==> src/rtl/bt_cmd_ctrl_if.sv <==
// bt_cmd_ctrl_if: byte stream from the UART receiver to the command controller
//   rx_valid  one-cycle strobe, rx_data valid
//   rx_data   received command/argument byte
interface bt_cmd_ctrl_if;
   logic       rx_valid;
   logic [7:0] rx_data;
   modport master (output rx_valid, rx_data);
   modport slave  (input  rx_valid, rx_data);
endinterface

==> src/rtl/bt_cmd_ctrl.sv <==
// bt_cmd_ctrl: Bluetooth command controller driving song/pause/volume/effect/repeat state
//   clk, rst       clock, synchronous active-high reset
//   i_rx           command/argument byte stream (slave)
//   i_finish_song  strobe: current song ended
//   o_song_select  current song index      o_vol_level  attenuation level
//   o_vol          {att,att}               o_pause/o_repeat  mode flags
//   o_effect       decoder effect word
//   o_next/o_pre/o_restart/o_vol_evt/o_err  one-cycle event pulses
module bt_cmd_ctrl #(
   parameter int SONG_NUM    = 4,
   parameter int SONG_W      = 3,
   parameter int VOL_LEVELS  = 9,
   parameter int VOL_STEP    = 14,
   parameter int HOLD_CYCLES = 50000000,
   parameter int ARG_TIMEOUT = 1000000
) (
   input  logic               clk,
   input  logic               rst,
   bt_cmd_ctrl_if.slave       i_rx,
   input  logic               i_finish_song,
   output logic [SONG_W-1:0]  o_song_select,
   output logic [3:0]         o_vol_level,
   output logic [15:0]        o_vol,
   output logic               o_pause,
   output logic               o_repeat,
   output logic [15:0]        o_effect,
   output logic               o_next,
   output logic               o_pre,
   output logic               o_restart,
   output logic               o_vol_evt,
   output logic               o_err
);
   localparam int CNT_MAX = HOLD_CYCLES > ARG_TIMEOUT ? HOLD_CYCLES : ARG_TIMEOUT;
   localparam int CNT_W   = $clog2(CNT_MAX + 1);
   localparam logic [CNT_W-1:0]  HOLD_LAST = CNT_W'(HOLD_CYCLES - 1);
   localparam logic [CNT_W-1:0]  ARG_LAST  = CNT_W'(ARG_TIMEOUT - 1);
   localparam logic [SONG_W-1:0] SONG_LAST = SONG_W'(SONG_NUM - 1);
   localparam logic [3:0]        VOL_LAST  = 4'(VOL_LEVELS - 1);
   typedef enum logic [1:0] {S_IDLE, S_ARG, S_LOCK} state_t;
   state_t            r_state, w_state;
   logic [CNT_W-1:0]  r_cnt, w_cnt;
   logic              r_arg_vol, w_arg_vol;
   logic [SONG_W-1:0] r_song, w_song, w_song_fin;
   logic [3:0]        r_level, w_level;
   logic              r_pause, w_pause, r_repeat, w_repeat;
   logic [15:0]       r_effect, w_effect;
   logic              r_next, w_next, r_pre, w_pre, r_restart, w_restart;
   logic              r_vol_evt, w_vol_evt, r_err, w_err;
   logic              w_arg_ok;
   logic [7:0]        w_att;
   // song end is applied before any user byte of the same cycle
   assign w_song_fin = (i_finish_song && !r_repeat) ? ((r_song == SONG_LAST) ? '0 : r_song + 1'b1) : r_song;
   assign w_arg_ok   = r_arg_vol ? (32'(i_rx.rx_data) < VOL_LEVELS) : (32'(i_rx.rx_data) < SONG_NUM);
   assign w_att      = (r_level == VOL_LAST) ? 8'hFC : 8'(VOL_STEP * int'(r_level));
   always_comb begin
      w_state   = r_state;
      w_cnt     = r_cnt;
      w_arg_vol = r_arg_vol;
      w_song    = w_song_fin;
      w_level   = r_level;
      w_pause   = r_pause;
      w_repeat  = r_repeat;
      w_effect  = r_effect;
      w_next    = 1'b0;
      w_pre     = 1'b0;
      w_restart = i_finish_song && r_repeat;
      w_vol_evt = 1'b0;
      w_err     = 1'b0;
      case (r_state)
         S_IDLE: if (i_rx.rx_valid) begin
            case (i_rx.rx_data)
               8'h01: w_pause = ~r_pause;
               8'h02: begin
                  w_song  = (w_song_fin == SONG_LAST) ? '0 : w_song_fin + 1'b1;
                  w_next  = 1'b1;
                  w_state = S_LOCK;
                  w_cnt   = '0;
               end
               8'h03: begin
                  w_song  = (w_song_fin == '0) ? SONG_LAST : w_song_fin - 1'b1;
                  w_pre   = 1'b1;
                  w_state = S_LOCK;
                  w_cnt   = '0;
               end
               8'h04, 8'h05: begin
                  // saturating steps still count as a volume event
                  w_level   = i_rx.rx_data[0] ? ((r_level == VOL_LAST) ? r_level : r_level + 1'b1)
                                              : ((r_level == 4'd0) ? r_level : r_level - 1'b1);
                  w_vol_evt = 1'b1;
                  w_state   = S_LOCK;
                  w_cnt     = '0;
               end
               8'h07: w_repeat = ~r_repeat;
               8'h10, 8'h11: begin
                  w_arg_vol = i_rx.rx_data[0];
                  w_state   = S_ARG;
                  w_cnt     = '0;
               end
               8'h40: w_effect = 16'h0000;
               8'h41: w_effect = 16'h7000;
               8'h42: w_effect = 16'h00F0;
               default: w_err = 1'b1;
            endcase
         end
         S_ARG: begin
            if (i_rx.rx_valid) begin
               w_state = w_arg_ok ? S_LOCK : S_IDLE;
               w_cnt   = '0;
               w_err   = !w_arg_ok;
               if (w_arg_ok && r_arg_vol) begin
                  w_level   = i_rx.rx_data[3:0];
                  w_vol_evt = 1'b1;
               end
               if (w_arg_ok && !r_arg_vol) begin
                  w_song = i_rx.rx_data[SONG_W-1:0];
                  w_next = 1'b1;
               end
            end else if (r_cnt == ARG_LAST) begin
               w_state = S_IDLE;
               w_err   = 1'b1;
            end else begin
               w_cnt = r_cnt + 1'b1;
            end
         end
         S_LOCK: begin
            // bytes during lockout are discarded but flagged
            w_err   = i_rx.rx_valid;
            w_state = (r_cnt == HOLD_LAST) ? S_IDLE : S_LOCK;
            w_cnt   = (r_cnt == HOLD_LAST) ? '0 : r_cnt + 1'b1;
         end
         default: w_state = S_IDLE;
      endcase
   end
   always_ff @(posedge clk) begin
      if (rst) begin
         r_state   <= S_IDLE;
         r_cnt     <= '0;
         r_arg_vol <= 1'b0;
         r_song    <= '0;
         r_level   <= 4'd0;
         r_pause   <= 1'b1;
         r_repeat  <= 1'b0;
         r_effect  <= 16'h0000;
         r_next    <= 1'b0;
         r_pre     <= 1'b0;
         r_restart <= 1'b0;
         r_vol_evt <= 1'b0;
         r_err     <= 1'b0;
      end else begin
         r_state   <= w_state;
         r_cnt     <= w_cnt;
         r_arg_vol <= w_arg_vol;
         r_song    <= w_song;
         r_level   <= w_level;
         r_pause   <= w_pause;
         r_repeat  <= w_repeat;
         r_effect  <= w_effect;
         r_next    <= w_next;
         r_pre     <= w_pre;
         r_restart <= w_restart;
         r_vol_evt <= w_vol_evt;
         r_err     <= w_err;
      end
   end
   assign o_song_select = r_song;
   assign o_vol_level   = r_level;
   assign o_vol         = {w_att, w_att};
   assign o_pause       = r_pause;
   assign o_repeat      = r_repeat;
   assign o_effect      = r_effect;
   assign o_next        = r_next;
   assign o_pre         = r_pre;
   assign o_restart     = r_restart;
   assign o_vol_evt     = r_vol_evt;
   assign o_err         = r_err;
endmodule

==> src/flat_wrapper.sv <==
// flat-port wrapper written by rule: the top's interface ports become plain ports
module bt_cmd_ctrl_flat 
#(
   parameter int SONG_NUM    = 4,
   parameter int SONG_W      = 3,
   parameter int VOL_LEVELS  = 9,
   parameter int VOL_STEP    = 14,
   parameter int HOLD_CYCLES = 50000000,
   parameter int ARG_TIMEOUT = 1000000
)
  (clk, rst, i_finish_song, o_song_select, o_vol_level, o_vol, o_pause, o_repeat, o_effect, o_next, o_pre, o_restart, o_vol_evt, o_err, i_rx_rx_valid, i_rx_rx_data);
  bt_cmd_ctrl_if i_rx_i ();
  input  logic clk;
  input  logic rst;
  input  logic i_finish_song;
  output logic [SONG_W-1:0] o_song_select;
  output logic [3:0] o_vol_level;
  output logic [15:0] o_vol;
  output logic o_pause;
  output logic o_repeat;
  output logic [15:0] o_effect;
  output logic o_next;
  output logic o_pre;
  output logic o_restart;
  output logic o_vol_evt;
  output logic o_err;
  input wire logic [$bits(i_rx_i.rx_valid)-1:0] i_rx_rx_valid;
  input wire logic [$bits(i_rx_i.rx_data)-1:0] i_rx_rx_data;
  assign i_rx_i.rx_valid = i_rx_rx_valid;
  assign i_rx_i.rx_data = i_rx_rx_data;
  bt_cmd_ctrl #(.SONG_NUM(SONG_NUM), .SONG_W(SONG_W), .VOL_LEVELS(VOL_LEVELS), .VOL_STEP(VOL_STEP), .HOLD_CYCLES(HOLD_CYCLES), .ARG_TIMEOUT(ARG_TIMEOUT)) u_core (.clk(clk), .rst(rst), .i_rx(i_rx_i), .i_finish_song(i_finish_song), .o_song_select(o_song_select), .o_vol_level(o_vol_level), .o_vol(o_vol), .o_pause(o_pause), .o_repeat(o_repeat), .o_effect(o_effect), .o_next(o_next), .o_pre(o_pre), .o_restart(o_restart), .o_vol_evt(o_vol_evt), .o_err(o_err));
endmodule
==> config.mk <==
export PLATFORM = sky130hd
export DESIGN_NAME = bt_cmd_ctrl_flat
export DESIGN_NICKNAME = d
export VERILOG_FILES = /design/src/rtl/bt_cmd_ctrl_if.sv /design/src/rtl/bt_cmd_ctrl.sv /design/src/flat_wrapper.sv
export SDC_FILE = /design/constraint.sdc
export NUM_CORES = 1
export LEC_CHECK = 0
export CORE_ASPECT_RATIO = 0.8
export CORE_MARGIN = 2
export CORE_UTILIZATION = 67
export CTS_CLUSTER_SIZE = 30
export DETAILED_ROUTE_END_ITERATION = 6
export DONT_BUFFER_PORTS = 1
export PLACE_DENSITY = 0.83
export SKIP_CTS_REPAIR_TIMING = 1
export SLEW_MARGIN = 5
export SYNTH_ARGS = -nofsm -noshare
export SYNTH_HDL_FRONTEND = slang
export SYNTH_SLANG_ARGS = --single-unit
export TNS_END_PERCENT = 100
==> constraint.sdc <==
create_clock -name clk -period 3.98 [get_ports clk]
set_input_delay 0.597 -clock clk [delete_from_list [all_inputs] [get_ports clk]]
set_output_delay 0.597 -clock clk [all_outputs]
set_load 0.01 [all_outputs]
==> metrics.md <==
| Metric | Value |
|---|---|
| Initial Util | 68.8% |
| Worst path required time | 3.38 ns |
| FFs w/ async S/R, synth | 0% |
| Status | complete, no violations |
| Average wire per standard cell | 15.8 microns |
| Row Count | 23 |
| Crit Reg-Reg Startpoint | u_core.r_cnt[0] |
| # setup viols final | 0 |
| Yosys cell types | 61 |
| Deepest clock path buffer count | 2 |
| Fin Setup TNS | 0 ns |
| Leak pwr | 1.30 nW |
| Core region area | 4980 sq um |
| Hold Crit Class | primary input to flip-flop |
| Initial antenna violation count | 0 |
| Nets | 438 |
| Synth-to-layout area growth | -1.42% |
| Layout cells sized above 1 | 5.72% |
| Slew headroom | 39.0% |
| Post-synthesis sequential area ratio | 26.3% |
| Die X | 83.9 microns |
| CP Launch Type | flip-flop |
| CTS sink count | 45 |
| Cts bufs inserted | 5 |
| CP Data Arrival Time | 2.59 ns |
| CP max FO | 8 |
| Critical path class | flip-flop to output port |
| Hold EP | u_core.r_cnt[14] |
| Syn avg cell area | 8.08 sq um |
| Die area | 5700 sq um |
| Mapped Area | 3430 sq um |
| Clock tree root driver cell | clkbuf_8 |
| WHS Path Cells | 1 |
| Post-route insts no fill | 464 |
| Antenna Violating Nets Remaining | 0 |
| YS warnings | 0 |
| Slew @ Worst Pin | 0.914 ns |
| Grt ovf | 0 |
| GRT Util Overall | 26.9% |
| Diode count | 0 |
| Vias | 2947 |
| Detail Placement HPWL | 5280 microns |
| Worst reg-to-reg path cell count | 7 |
| Post-synth EDFFs | 0 |
| Clock latency on the worst-skew pair | 0.31 ns |
| Vias per cell | 6.35 |
| Largest net degree at the start of global routing | 27 |
| Power Density | 267 nW/um^2 |
| Max-cap violations | 0 |
| Fmax | 314 MHz |
| Max-slew violation count | 0 |
| Final wirelength | 7330 microns |
| Ports | 58 |
| First-pass detailed-route iteration total | 5 |
| Dpl cells | 456 |
| Hold Startpoint | rst |
| Clock slew at reported path FFs | 0.10 ns |
| Post-synthesis register bit count | 45 |
| Drt drc | 0 |
| GPL Wtd Cong | 0.959 |
| Initial DRC Count | 360 |
| CTS H-Tree Depth | 2 |
| Max VDD drop | 251 uV |
| Fin crit period | 3.19 ns |
| Fin Clk Skew | 0.0150 ns |
| CP endpoint kind | output port |
| Number of global-route vias before repair | 2599 |
| Synth Instances | 424 |
| Die Ht | 68.0 microns |
| R2r endpoint | u_core.r_cnt[9] |
| Fin. Hold Viols | 0 |
| RSZ-0062 raised after global routing | false |
| First-pass GRT wire length | 12300 microns |
| Period utilization | 80.0% |
| Top_reg_cell synth | dfxtp_1 |
| TritonCTS clock tree | built |
| Reg2Reg Setup Slack | 1.12 ns |
| IO Port Bufs | 0 |
==> final cells by class <==
type / instances / area, sq um
Fill cell: 412 / 1600
Inverter: 20 / 75.1
Tap cell: 62 / 77.6
Timing Repair Buffer: 2 / 15.0
Clock inverter: 2 / 37.5
Sequential cell: 45 / 901
Clock buffer: 6 / 82.6
Multi-Input combinational cell: 327 / 2190
==> cell usage in the layout (no fill, tap or decap), types with 4 or more instances in the layout <==
cell,netlist,routed
ha_1,20,20
xnor2_1,17,17
nor4_1,10,10
dfxtp_1,45,45
nand4_1,14,14
clkbuf_8,2,6
or3_1,5,5
nand3b_1,4,4
conb_1,1,11
nor2b_1,5,5
o31ai_1,5,5
nor2_1,44,44
a21o_1,4,4
nor3_1,10,10
nand3_1,15,15
o211ai_1,5,5
inv_1,20,20
fa_1,5,5
a21oi_1,28,28
o21ai_0,21,21
mux2i_1,6,6
nand2b_1,5,5
and3_1,9,9
nand2_1,31,31
nor4b_1,4,4
==> how the worst max path moves through the flow <==
stage	start	slack (ns)	end	cells past startpoint
after CTS	u_core.o_vol_level[0]	0.80	o_vol[13]	6
after floorplan	u_core.o_vol_level[0]	1.22	o_vol[13]	7
after global routing	u_core.o_vol_level[0]	0.67	o_vol[13]	6
after detailed placement	i_rx_rx_data[4]	1.12	u_core.r_cnt[22]	7
final	u_core.o_vol_level[0]	0.79	o_vol[13]	6
after global placement	i_rx_rx_data[4]	1.17	u_core.r_cnt[22]	7
==> flip-flops by register name (all words and copies together) (netlist names) <==
signal	count
u_core.r_cnt	26
u_core.o_restart	1
u_core.o_effect	2
u_core.r_arg_vol	1
u_core.o_repeat	1
u_core.r_state	2
u_core.o_vol_evt	1
u_core.o_err	1
u_core.o_next	1
u_core.o_pause	1
u_core.o_vol_level	4
u_core.o_song_select	3
u_core.o_pre	1
==> critical path, cell delays in order, from the launching register on <==
cell,delay (ns)
dfxtp_1,0.44
fa_1,0.58
ha_1,0.18
inv_1,0.06
fa_1,0.37
nor2b_1,0.14
o21ai_0,0.51
==> metrics by stage <==
| step | area, sq um | utilization (%) | power [mW] | worst slack [ns] | hold slack [ns] |
|---|---|---|---|---|---|
| floorplan | 3460 | - | 0.553 | 1.22 | 0.458 |
| global placement | 3260 | 65.4 | 0.542 | 1.17 | 0.479 |
| detailed placement | 3260 | 65.4 | 0.544 | 1.12 | 0.483 |
| CTS | 3380 | 67.8 | 0.906 | 0.795 | 0.345 |
| global route | 3380 | 67.8 | 0.931 | 0.670 | 0.341 |
| finish | 3380 | 67.8 | 0.902 | 0.794 | 0.346 |
==> synthesized netlist by cell type (3+ instances only) <==
cell type,count,share of area [%]
a21o_1,4,0.88
o21ai_0,21,3.1
buf_4,24,5.3
ha_1,20,7.3
and3_1,9,1.6
nor4bb_1,3,0.88
nor4b_1,4,1.0
or4_1,3,0.66
nand2b_1,5,0.91
o211ai_1,5,1.1
nand2_1,31,3.4
nand3b_1,4,0.88
o31ai_1,5,1.1
nor2b_1,5,0.91
nor4_1,10,1.8
buf_6,4,1.3
mux2_2,3,0.99
nor2_1,44,4.8
nand3_1,15,2.2
clkbuf_1,11,1.2
mux2i_1,6,1.8
nand4_1,14,2.6
fa_1,5,2.9
a21oi_1,28,4.1
nor3_1,10,1.5
or3_1,5,0.91
dfxtp_1,45,26
inv_1,20,2.2
xnor2_1,17,4.3
==> kinds of logic after synthesis <==
family / Yosys count / share of synthesized area, %
other: 1 / 0.109
buffers and inverters: 62 / 10.9
AOI/OAI and AO/OA: 81 / 15.2
and+or+nand+nor: 182 / 29.7
xor gates and xnor gates: 19 / 4.86
muxes: 9 / 2.74
DFF: 45 / 26.3
adders and majority gates: 25 / 10.2
==> layer usage <==
layer | share of wire (%) | global-route usage (%) | wire length, microns | vias to the layer above
met5 | 0 | 0 | 0 | -
met1 | 47 | 37.7 | 3460 | 1356
met4 | 1.8 | 8.67 | 129 | 0
met3 | 7.5 | 4.70 | 548 | 12
li1 | - | - | - | 1434
met2 | 44 | 42.8 | 3190 | 145
==> power by group <==
group | leakage [nW] | switching, mW | internal (mW) | total, mW
combinational | 0.880 | 0.0459 | 0.0296 | 0.0755
clock | 0.0574 | 0.163 | 0.204 | 0.367
sequential | 0.363 | 0.00559 | 0.454 | 0.460
total | 1.30 | 0.214 | 0.688 | 0.902
No activity file was read; power rests on OpenSTA's default activity.
